<file path="src/rtl/camera_capture_pkg.sv">
// Shared definitions for the camera capture path: capture FSM states,
// default frame geometry and the pixel-address width shared with the
// display side of the frame buffer.
package camera_capture_pkg;

    typedef enum logic [1:0] {
        ST_WAIT_CFG = 2'd0,
        ST_SKIP     = 2'd1,
        ST_WAIT_VS  = 2'd2,
        ST_ACTIVE   = 2'd3
    } cap_state_t;

    localparam int DEF_H_ACTIVE = 640;
    localparam int DEF_V_ACTIVE = 480;
    localparam int PIX_CNT_W    = 19;
    localparam int PIXEL_W      = 12;

    // Frame-buffer pixel layout: blue in the top nibble, red in the bottom.
    function automatic logic [PIXEL_W-1:0] pack_bgr(input logic [3:0] b,
                                                    input logic [3:0] g,
                                                    input logic [3:0] r);
        return {b, g, r};
    endfunction

endpackage

</file>
<file path="src/rtl/cam_byte_pack.sv">
// Two-bytes-per-pixel assembler: the first byte of each pair carries red,
// the second carries green and blue. Produces one write strobe per
// completed pair and reports odd-length lines and frame overruns.
module cam_byte_pack
    import camera_capture_pkg::*;
(
    input  logic               i_p_clk,
    input  logic               i_rstn,
    input  logic               i_en,
    input  logic               i_href,
    input  logic [7:0]         i_data,
    input  logic               i_full,
    output logic               o_wr_en,
    output logic [PIXEL_W-1:0] o_wdata,
    output logic               o_phase,
    output logic               o_odd_err,
    output logic               o_ovf_err
);

    logic       r_phase;
    logic [3:0] r_red;

    // Byte phase, red latch and registered pixel/strobe; idle clears the phase.
    always_ff @(posedge i_p_clk) begin
        if (!i_rstn) begin
            r_phase <= 1'b0;
            r_red   <= 4'd0;
            o_wr_en <= 1'b0;
            o_wdata <= '0;
        end else begin
            o_wr_en <= 1'b0;
            if (!i_en || !i_href) begin
                r_phase <= 1'b0;
            end else if (!r_phase) begin
                r_red   <= i_data[3:0];
                r_phase <= 1'b1;
            end else begin
                r_phase <= 1'b0;
                if (!i_full) begin
                    o_wr_en <= 1'b1;
                    o_wdata <= pack_bgr(i_data[3:0], i_data[7:4], r_red);
                end
            end
        end
    end

    assign o_phase   = r_phase;
    // Line ended halfway through a pixel: the lone red byte is discarded.
    assign o_odd_err = i_en && !i_href && r_phase;
    // A pixel completed after the frame buffer is already full.
    assign o_ovf_err = i_en && i_href && r_phase && i_full;

endmodule

</file>
<file path="src/rtl/camera_capture.sv">
// Camera capture front end: registers the camera bus, discards the first
// frames after configuration, then writes each frame into the frame buffer
// as 12-bit pixels with a linear address, flagging size/protocol errors.
module camera_capture
    import camera_capture_pkg::*;
#(
    parameter int H_ACTIVE    = DEF_H_ACTIVE,
    parameter int V_ACTIVE    = DEF_V_ACTIVE,
    parameter int SKIP_FRAMES = 2
) (
    input  logic                 i_p_clk,
    input  logic                 i_rstn,
    input  logic                 i_cfg_done,
    input  logic                 i_vsync,
    input  logic                 i_href,
    input  logic [7:0]           i_data,
    output logic                 o_wr_en,
    output logic [PIX_CNT_W-1:0] o_waddr,
    output logic [PIXEL_W-1:0]   o_wdata,
    output logic                 o_frame_done,
    output logic                 o_frame_err
);

    localparam int                   TOTAL     = H_ACTIVE * V_ACTIVE;
    localparam logic [PIX_CNT_W-1:0] PIX_TOTAL = PIX_CNT_W'(TOTAL);
    localparam logic [PIX_CNT_W-1:0] ADDR_MAX  = PIX_CNT_W'(TOTAL - 1);
    localparam logic [7:0]           SKIP_N    = 8'(SKIP_FRAMES);

    logic                 r_vs_q;
    logic                 r_hr_q;
    logic [7:0]           r_d_q;
    logic                 r_vs_prev;
    logic                 r_prime0;
    logic                 r_prime1;
    cap_state_t           r_state;
    cap_state_t           w_state_nxt;
    logic [7:0]           r_skip_cnt;
    logic [PIX_CNT_W-1:0] r_pix_cnt;

    logic                 w_vs_rise;
    logic                 w_vs_fall;
    logic                 w_skip_last;
    logic                 w_pack_en;
    logic                 w_full;
    logic                 w_phase;
    logic                 w_odd_err;
    logic                 w_ovf_err;
    logic                 w_enter_active;
    logic                 w_err_evt;
    logic [PIX_CNT_W:0]   w_final_cnt;

    // Single register stage on the camera bus; the prime bits keep the
    // post-reset fill of the VSYNC history from looking like an edge.
    always_ff @(posedge i_p_clk) begin
        if (!i_rstn) begin
            r_vs_q    <= 1'b0;
            r_hr_q    <= 1'b0;
            r_d_q     <= 8'd0;
            r_vs_prev <= 1'b0;
            r_prime0  <= 1'b0;
            r_prime1  <= 1'b0;
        end else begin
            r_vs_q    <= i_vsync;
            r_hr_q    <= i_href;
            r_d_q     <= i_data;
            r_vs_prev <= r_vs_q;
            r_prime0  <= 1'b1;
            r_prime1  <= r_prime0;
        end
    end

    assign w_vs_rise      = r_prime1 && r_vs_q && !r_vs_prev;
    assign w_vs_fall      = r_prime1 && !r_vs_q && r_vs_prev;
    assign w_skip_last    = w_vs_rise && (({1'b0, r_skip_cnt} + 9'd1) == {1'b0, SKIP_N});
    assign w_pack_en      = (r_state == ST_ACTIVE) && i_cfg_done && !w_vs_rise;
    assign w_full         = (r_pix_cnt == PIX_TOTAL);
    assign w_final_cnt    = {1'b0, r_pix_cnt} + {{PIX_CNT_W{1'b0}}, o_wr_en};
    assign w_enter_active = (r_state == ST_WAIT_VS) && (w_state_nxt == ST_ACTIVE);

    // Next-state decode; losing configuration always forces a restart.
    always_comb begin
        w_state_nxt = r_state;
        if (!i_cfg_done) begin
            w_state_nxt = ST_WAIT_CFG;
        end else begin
            case (r_state)
                ST_WAIT_CFG: w_state_nxt = (SKIP_FRAMES == 0) ? ST_WAIT_VS : ST_SKIP;
                ST_SKIP:     if (w_skip_last) w_state_nxt = ST_WAIT_VS;
                ST_WAIT_VS:  if (w_vs_fall) w_state_nxt = ST_ACTIVE;
                ST_ACTIVE:   if (w_vs_rise) w_state_nxt = ST_WAIT_VS;
                default:     w_state_nxt = ST_WAIT_CFG;
            endcase
        end
    end

    // FSM state register.
    always_ff @(posedge i_p_clk) begin
        if (!i_rstn) r_state <= ST_WAIT_CFG;
        else         r_state <= w_state_nxt;
    end

    // Count VSYNC rising edges while discarding start-up frames.
    always_ff @(posedge i_p_clk) begin
        if (!i_rstn || r_state != ST_SKIP) r_skip_cnt <= 8'd0;
        else if (w_vs_rise)                r_skip_cnt <= r_skip_cnt + 8'd1;
    end

    cam_byte_pack u_pack (
        .i_p_clk   (i_p_clk),
        .i_rstn    (i_rstn),
        .i_en      (w_pack_en),
        .i_href    (r_hr_q),
        .i_data    (r_d_q),
        .i_full    (w_full),
        .o_wr_en   (o_wr_en),
        .o_wdata   (o_wdata),
        .o_phase   (w_phase),
        .o_odd_err (w_odd_err),
        .o_ovf_err (w_ovf_err)
    );

    // Write address and written-pixel count; address saturates at the last pixel.
    always_ff @(posedge i_p_clk) begin
        if (!i_rstn || w_enter_active) begin
            o_waddr   <= '0;
            r_pix_cnt <= '0;
        end else if (o_wr_en) begin
            r_pix_cnt <= r_pix_cnt + 1'b1;
            if (o_waddr != ADDR_MAX) o_waddr <= o_waddr + 1'b1;
        end
    end

    assign w_err_evt = (r_state == ST_ACTIVE) &&
                       (w_odd_err || w_ovf_err ||
                        (w_vs_rise && (r_hr_q || w_phase ||
                                       w_final_cnt != {1'b0, PIX_TOTAL})));

    // End-of-frame pulse and sticky error flag.
    always_ff @(posedge i_p_clk) begin
        if (!i_rstn) begin
            o_frame_done <= 1'b0;
            o_frame_err  <= 1'b0;
        end else begin
            o_frame_done <= (r_state == ST_ACTIVE) && w_vs_rise;
            if (w_err_evt) o_frame_err <= 1'b1;
        end
    end

endmodule

</file>
<file path="config.mk">
export PLATFORM = sky130hd
export DESIGN_NAME = camera_capture
export DESIGN_NICKNAME = d
export VERILOG_FILES = /design/src/rtl/camera_capture_pkg.sv /design/src/rtl/cam_byte_pack.sv /design/src/rtl/camera_capture.sv
export SDC_FILE = /design/constraint.sdc
export NUM_CORES = 1
export LEC_CHECK = 0
export CAP_MARGIN = 20
export CELL_PAD_IN_SITES_DETAIL_PLACEMENT = 0
export CELL_PAD_IN_SITES_GLOBAL_PLACEMENT = 2
export CORE_MARGIN = 1.5
export CORE_UTILIZATION = 34
export DETAILED_ROUTE_END_ITERATION = 10
export PLACE_DENSITY_LB_ADDON = 0.1
export SYNTH_ARGS = -nofsm -noshare
export SYNTH_HDL_FRONTEND = slang
export SYNTH_HIERARCHICAL = 1
export SYNTH_SLANG_ARGS = --single-unit
</file>
<file path="constraint.sdc">
create_clock -name i_p_clk -period 2.7 [get_ports i_p_clk]
set_clock_uncertainty 0.05 [all_clocks]
set_input_delay 0.81 -clock i_p_clk [delete_from_list [all_inputs] [get_ports i_p_clk]]
set_output_delay 0.81 -clock i_p_clk [all_outputs]
set_load 0.03 [all_outputs]
</file>
### Yosys cells after proc, flatten, opt, wreduce, memory -nomap -nowiden

Index checks and enable logic that the tools add are counted.

| word-level totals | value |
|---|---|
| logic and storage cells | 77 |
| register bits after elaboration | 81 |

| operators by class | value |
|---|---|
| reduce and logical (&&, ||, !) cells | 35 |
| mux-type cells | 8 |
| bitwise gates (word level) | 4 |
| eq/ne operators | 9 |
| add/sub/neg operators | 5 |

Operator list:

| operator | number |
|---|---|
| $add A19 B1 Y19 const B | 2 |
| $add A19 B1 Y20 | 1 |
| $ne A20 B19 Y1 const B | 1 |
| $eq A19 B19 Y1 const B | 1 |
| $ne A19 B19 Y1 const B | 1 |
| $logic_and A1 B1 Y1 | 16 |
| $add A8 B1 Y9 const B | 1 |
| $eq A9 B2 Y1 const B | 1 |
| $add A8 B1 Y8 const B | 1 |
| $mux W2 | 4 |
| $pmux W2 S4 | 1 |
| $logic_or A1 B1 Y1 | 7 |
| $eq A2 B2 Y1 const B | 3 |
| $logic_not A1 Y1 | 6 |
| $not A1 Y1 | 4 |
| $reduce_and A2 Y1 | 2 |
| $mux W1 | 3 |
| $reduce_and A3 Y1 | 1 |
| $reduce_or A3 Y1 | 1 |
| $eq A2 B1 Y1 const B | 1 |
| $logic_not A2 Y1 | 1 |
| $ne A2 B1 Y1 const B | 1 |
| $reduce_or A2 Y1 | 1 |

### Logic depth before layout (Yosys ltp)

| depth | value |
|---|---|
| depth in word-level cells | 10 |
| mapped depth | 13 |
| depth with buffers taken out | 12 |

### Cells and area by module

The synthesis kept the hierarchy.

Modules (own cells, without submodules):

| module | area an instance (um2) | instances | cells an instance | seq. area each (um2) |
|---|---|---|---|---|
| camera_capture | 3179.3 | 1 | 361 | 1261.2 |
| cam_byte_pack | 694.4 | 1 | 72 | 360.3 |

### Worst setup path after synthesis

No wires, ideal clock.

| timing | value |
|---|---|
| kind | input-to-reg |
| start | input i_rstn |
| end | register o_frame_err |
| path buffers | 1 |
| setup slack | 0.634 ns |
| required time | 2.520 ns |
| stages on the path | 6 |
| arrival | 1.887 ns |
| cell sequence | clkdlybuf4s50_2 -> o21ai_0 -> o2111ai_1 -> nor2_1 -> and4b_1 -> a32oi_1 |

RTL lines:

| what | line | source |
|---|---|---|
| from (decl) | camera_capture.sv:12 | `input logic i_rstn,` |
| to (signal assigned) | camera_capture.sv:142 | `o_frame_err <= 1'b0;` |
| to (signal assigned) | camera_capture.sv:145 | `if (w_err_evt) o_frame_err <= 1'b1;` |
| to (decl) | camera_capture.sv:21 | `output logic o_frame_err` |

### Worst setup path in the final report

| timing | value |
|---|---|
| start | input i_cfg_done |
| end | register o_frame_err |

| between the ends | value |
|---|---|
| cells in the longest elaborated chain, start to end | 8 |

Ends and longest elaborated chain:

| what | line | source |
|---|---|---|
| from (decl) | camera_capture.sv:13 | `input logic i_cfg_done,` |
| $logic_and A1 B1 Y1 (2 in series) | camera_capture.sv:75 | `assign w_pack_en = (r_state == ST_ACTIVE) && i_cfg_done && !w_vs_rise;` |
| net w_pack_en | camera_capture.sv:43 | `logic w_pack_en;` |
| $logic_and A1 B1 Y1 (3 in series) | cam_byte_pack.sv:51 | `assign o_ovf_err = i_en && i_href && r_phase && i_full;` |
| net w_ovf_err | camera_capture.sv:47 | `logic w_ovf_err;` |
| $logic_or A1 B1 Y1 (2 in series) | camera_capture.sv:134 | `(w_odd_err \|\| w_ovf_err \|\|` |
| $logic_and A1 B1 Y1 | camera_capture.sv:133 | `assign w_err_evt = (r_state == ST_ACTIVE) &&` |

The timed path passes the listed nets, and every way through them passes these cells.
A chain may end at the register's enable or synchronous reset.

==> results_dict.tcl <==
set metrics [dict create \
    slew_headroom 0.733 \
    synth.area.top_cells "dfxtp_1 42%, nor2_1 6.6%, xnor2_1 5.4%, xor2_1 5.4%, mux2i_1 5.2%" \
    synth_common_cells "81 x dfxtp_1, 68 x nor2_1, 51 x nand2_1" \
    cts_max_path_buffers 2 \
    placedInstanceArea_um2 4410 \
    p_per_area_nw_per_um2 515 \
    antenna_found_initial 0 \
    hold_class "flip-flop to flip-flop" \
    stdcell_area_um2 4680 \
    num_vias 2916 \
    r2r_cells 12 \
    drtPass1Iterations 4 \
    synth.avg_cell_area_um2 8.95 \
    rsz0062_at_grt "false" \
    post_cts_resized 0 \
    endpoint "o_frame_err" \
    wl_met1_um 4070 \
    tns_ns 0 \
    finalSetupViolations 0 \
    initial_core_util 0.353 \
    portBuffers 46 \
    route.detailed.drc 0 \
    critPathKind "input pin to flip-flop" \
    vias_per_cell 4.73 \
    grt_max_degree 41 \
    cpMostUsedCell "nor2_1" \
    crit_buf_inv 1 \
    avgRoutedWirePerCell_um 13.1 \
    overflow 0 \
    syn_nets 453 \
    wirelength_um 8080 \
    leakage_nw 1.73 \
    ant_nets 0 \
    cts_sinks 81 \
    die_h_um 110 \
    ys_seq_area_frac 0.419 \
    power_w 0.00241 \
    crit-reg2reg-launch "r_pix_cnt[14]" \
    rrSetupSlack_ns 0.45 \
    dp_hpwl_um 5440 \
    die_width_um 110 \
    yosys.area.top_type "dfxtp_1" \
    finalHoldViolCount 0 \
    drtIter0Drc 168 \
    syn_to_final_growth_pct 20.9 \
    synthArstFlopShare 0 \
    crit_path_end_kind "flip-flop" \
    root_buffer "clkbuf_16" \
    drv_slew 0 \
    period_minus_slack_ns 2.37 \
    cp_top_family "compound AO/OA/AOI/OAI gates" \
    path_cells "clkdlybuf4s50_1, nand3_1, nor2_1, nand2_1, nor2_1, o211a_1, o21ai_0, o2111ai_1, nor2_1, and4b_1, a32oi_1" \
    arrival_ns 2.54 \
    ctsHtreeMaxLevel 3 \
    dieArea_um2 12000 \
    synth_most_common_cell "dfxtp_1" \
    maxCapViolations 0 \
    ys.flop_type "dfxtp_1" \
    critical_path.slowest_cell "clkdlybuf4s50_1" \
    nets 491 \
    crit_required_ns 2.87 \
    crit_cells 11 \
    status "finished, final reports clean" \
    yosys.cell_types.count 59 \
    start_kind "input pin" \
    cts_tree "yes" \
    hold_slack_ns 0.386 \
    peakVddDrop_mv 0.416 \
    startpoint "i_cfg_done" \
    core_area_um2 11000 \
    worstSkewPairLatency_ns 0.34 \
    reg2reg_to "o_frame_err" \
    layout-drive-gt1-share 0.0798 \
    grt_pass1_wl_um 13700 \
    grt.total_usage 0.147 \
    yosysWarnings 6 \
    top_layer "met4" \
    synth-edff-count 0 \
    postCtsSetupBuffers 0 \
    clk_pin_slew_ns 0.06 \
    fmax_ghz 0.422 \
    synth_seq_cells 81 \
    numCtsBuffers 9 \
    grt_pass1_vias 2857 \
    crit_fanout 3 \
    diodes 0 \
    syn_area_um2 3870 \
    syn-instance-count 433 \
    post-route-period-util 0.878 \
    worst_slew_pin_slew_ns 0.400 \
    netlist.area_leader.share 0.419 \
    route.met3.wl_um 395 \
    cts_hold_buffers 0 \
    pin_count 47 \
    wl_met2_um 3550 \
    fp-row-count 38 \
    cp_slowest_stage_delay_ns 0.46 \
    gp_congestion 0.740 \
]
==> registers in the layout (all words and copies together) (netlist names) <==
signal          count
u_pack/o_wr_en      1
r_d_q               8
r_prime0            1
r_state             2
u_pack/r_red        4
u_pack/o_wdata     12
o_waddr            19
r_hr_q              1
r_vs_q              1
o_frame_err         1
r_pix_cnt          19
u_pack/o_phase      1
o_frame_done        1
r_skip_cnt          8
r_prime1            1
r_vs_prev           1
==> final cells by class <==
class,count,area [um2]
fillers,1097,6300
well taps,140,175
flip-flops and latches,81,1620
multi-input cells,316,2030
inverters,8,30.0
clock inverters,5,41.3
repair buffers,55,553
clock buffers,11,233
==> layout by cell type, fill, tap and decap left out, types with 3 or more instances in the layout <==
cell / instances
nand3_1: 17
buf_4: 7
nor3_1: 6
nor2_1: 68
a21oi_1: 4
inv_1: 8
nor4_1: 3
clkdlybuf4s50_1: 46
and3_1: 9
nor3b_1: 5
xor2_1: 24
o21ai_0: 3
mux2i_1: 20
and2_1: 15
clkbuf_16: 9
ha_1: 7
dfxtp_1: 81
nand2_1: 51
nand4_1: 13
xnor2_1: 24
and4b_1: 4
and4_1: 3
==> per-layer routing <==
layer,track usage,vias to the layer above
li1,-,1533
met1,0.188,1337
met2,0.225,42
met3,0.0622,4
met4,0.0417,0
met5,0,-
==> worst reg2reg max path: stages (launching register included) <==
cell	delay, ns
dfxtp_1	0.40
nand4b_1	0.26
nor4_1	0.28
nand3_1	0.12
nor2_1	0.14
nand2_1	0.06
nor2_1	0.09
o211a_1	0.16
o21ai_0	0.11
o2111ai_1	0.13
nor2_1	0.07
and4b_1	0.17
a32oi_1	0.15
==> where the power goes <==
group,internal (W),switching (W)
Clock,0.000630,0.000513
Sequential,0.00121,0.00000560
Combinational,0.0000284,0.0000299
Total,0.00186,0.000549
==> metrics by stage <==
| stage | utilization | cells | setup WS [ns] |
|---|---|---|---|
| after floorplan | - | 433 | 0.634 |
| final | 0.426 | 616 | 0.329 |
| after CTS | 0.426 | 616 | 0.331 |
| after detailed placement | 0.401 | 600 | -0.0425 |
| after global routing | 0.426 | 616 | 0.225 |
| after global placement | 0.401 | 600 | 0.0538 |
==> worst min path at each step <==
stage | endpoint | depth (start not counted) | startpoint
after floorplan | r_prime1 | 1 | r_prime0
after global placement | r_prime1 | 1 | r_prime0
after detailed placement | r_prime1 | 1 | r_prime0
after CTS | r_prime1 | 1 | r_prime0
after global routing | u_pack/o_wdata[6] | 2 | r_d_q[6]
final | r_prime1 | 1 | r_prime0
==> cells by family after synthesis <==
family / after synthesis / share of synthesized area
XOR/XNOR: 48 / 0.109
multiplexers: 20 / 0.0517
AO/OA/AOI/OAI: 26 / 0.0494
flip-flops: 81 / 0.419
AND/OR/NAND/NOR: 215 / 0.290
adder cells (fa/ha/maj): 7 / 0.0226
buffers and inverters: 36 / 0.0588
Note: power is estimated with default switching activity, not from simulation.
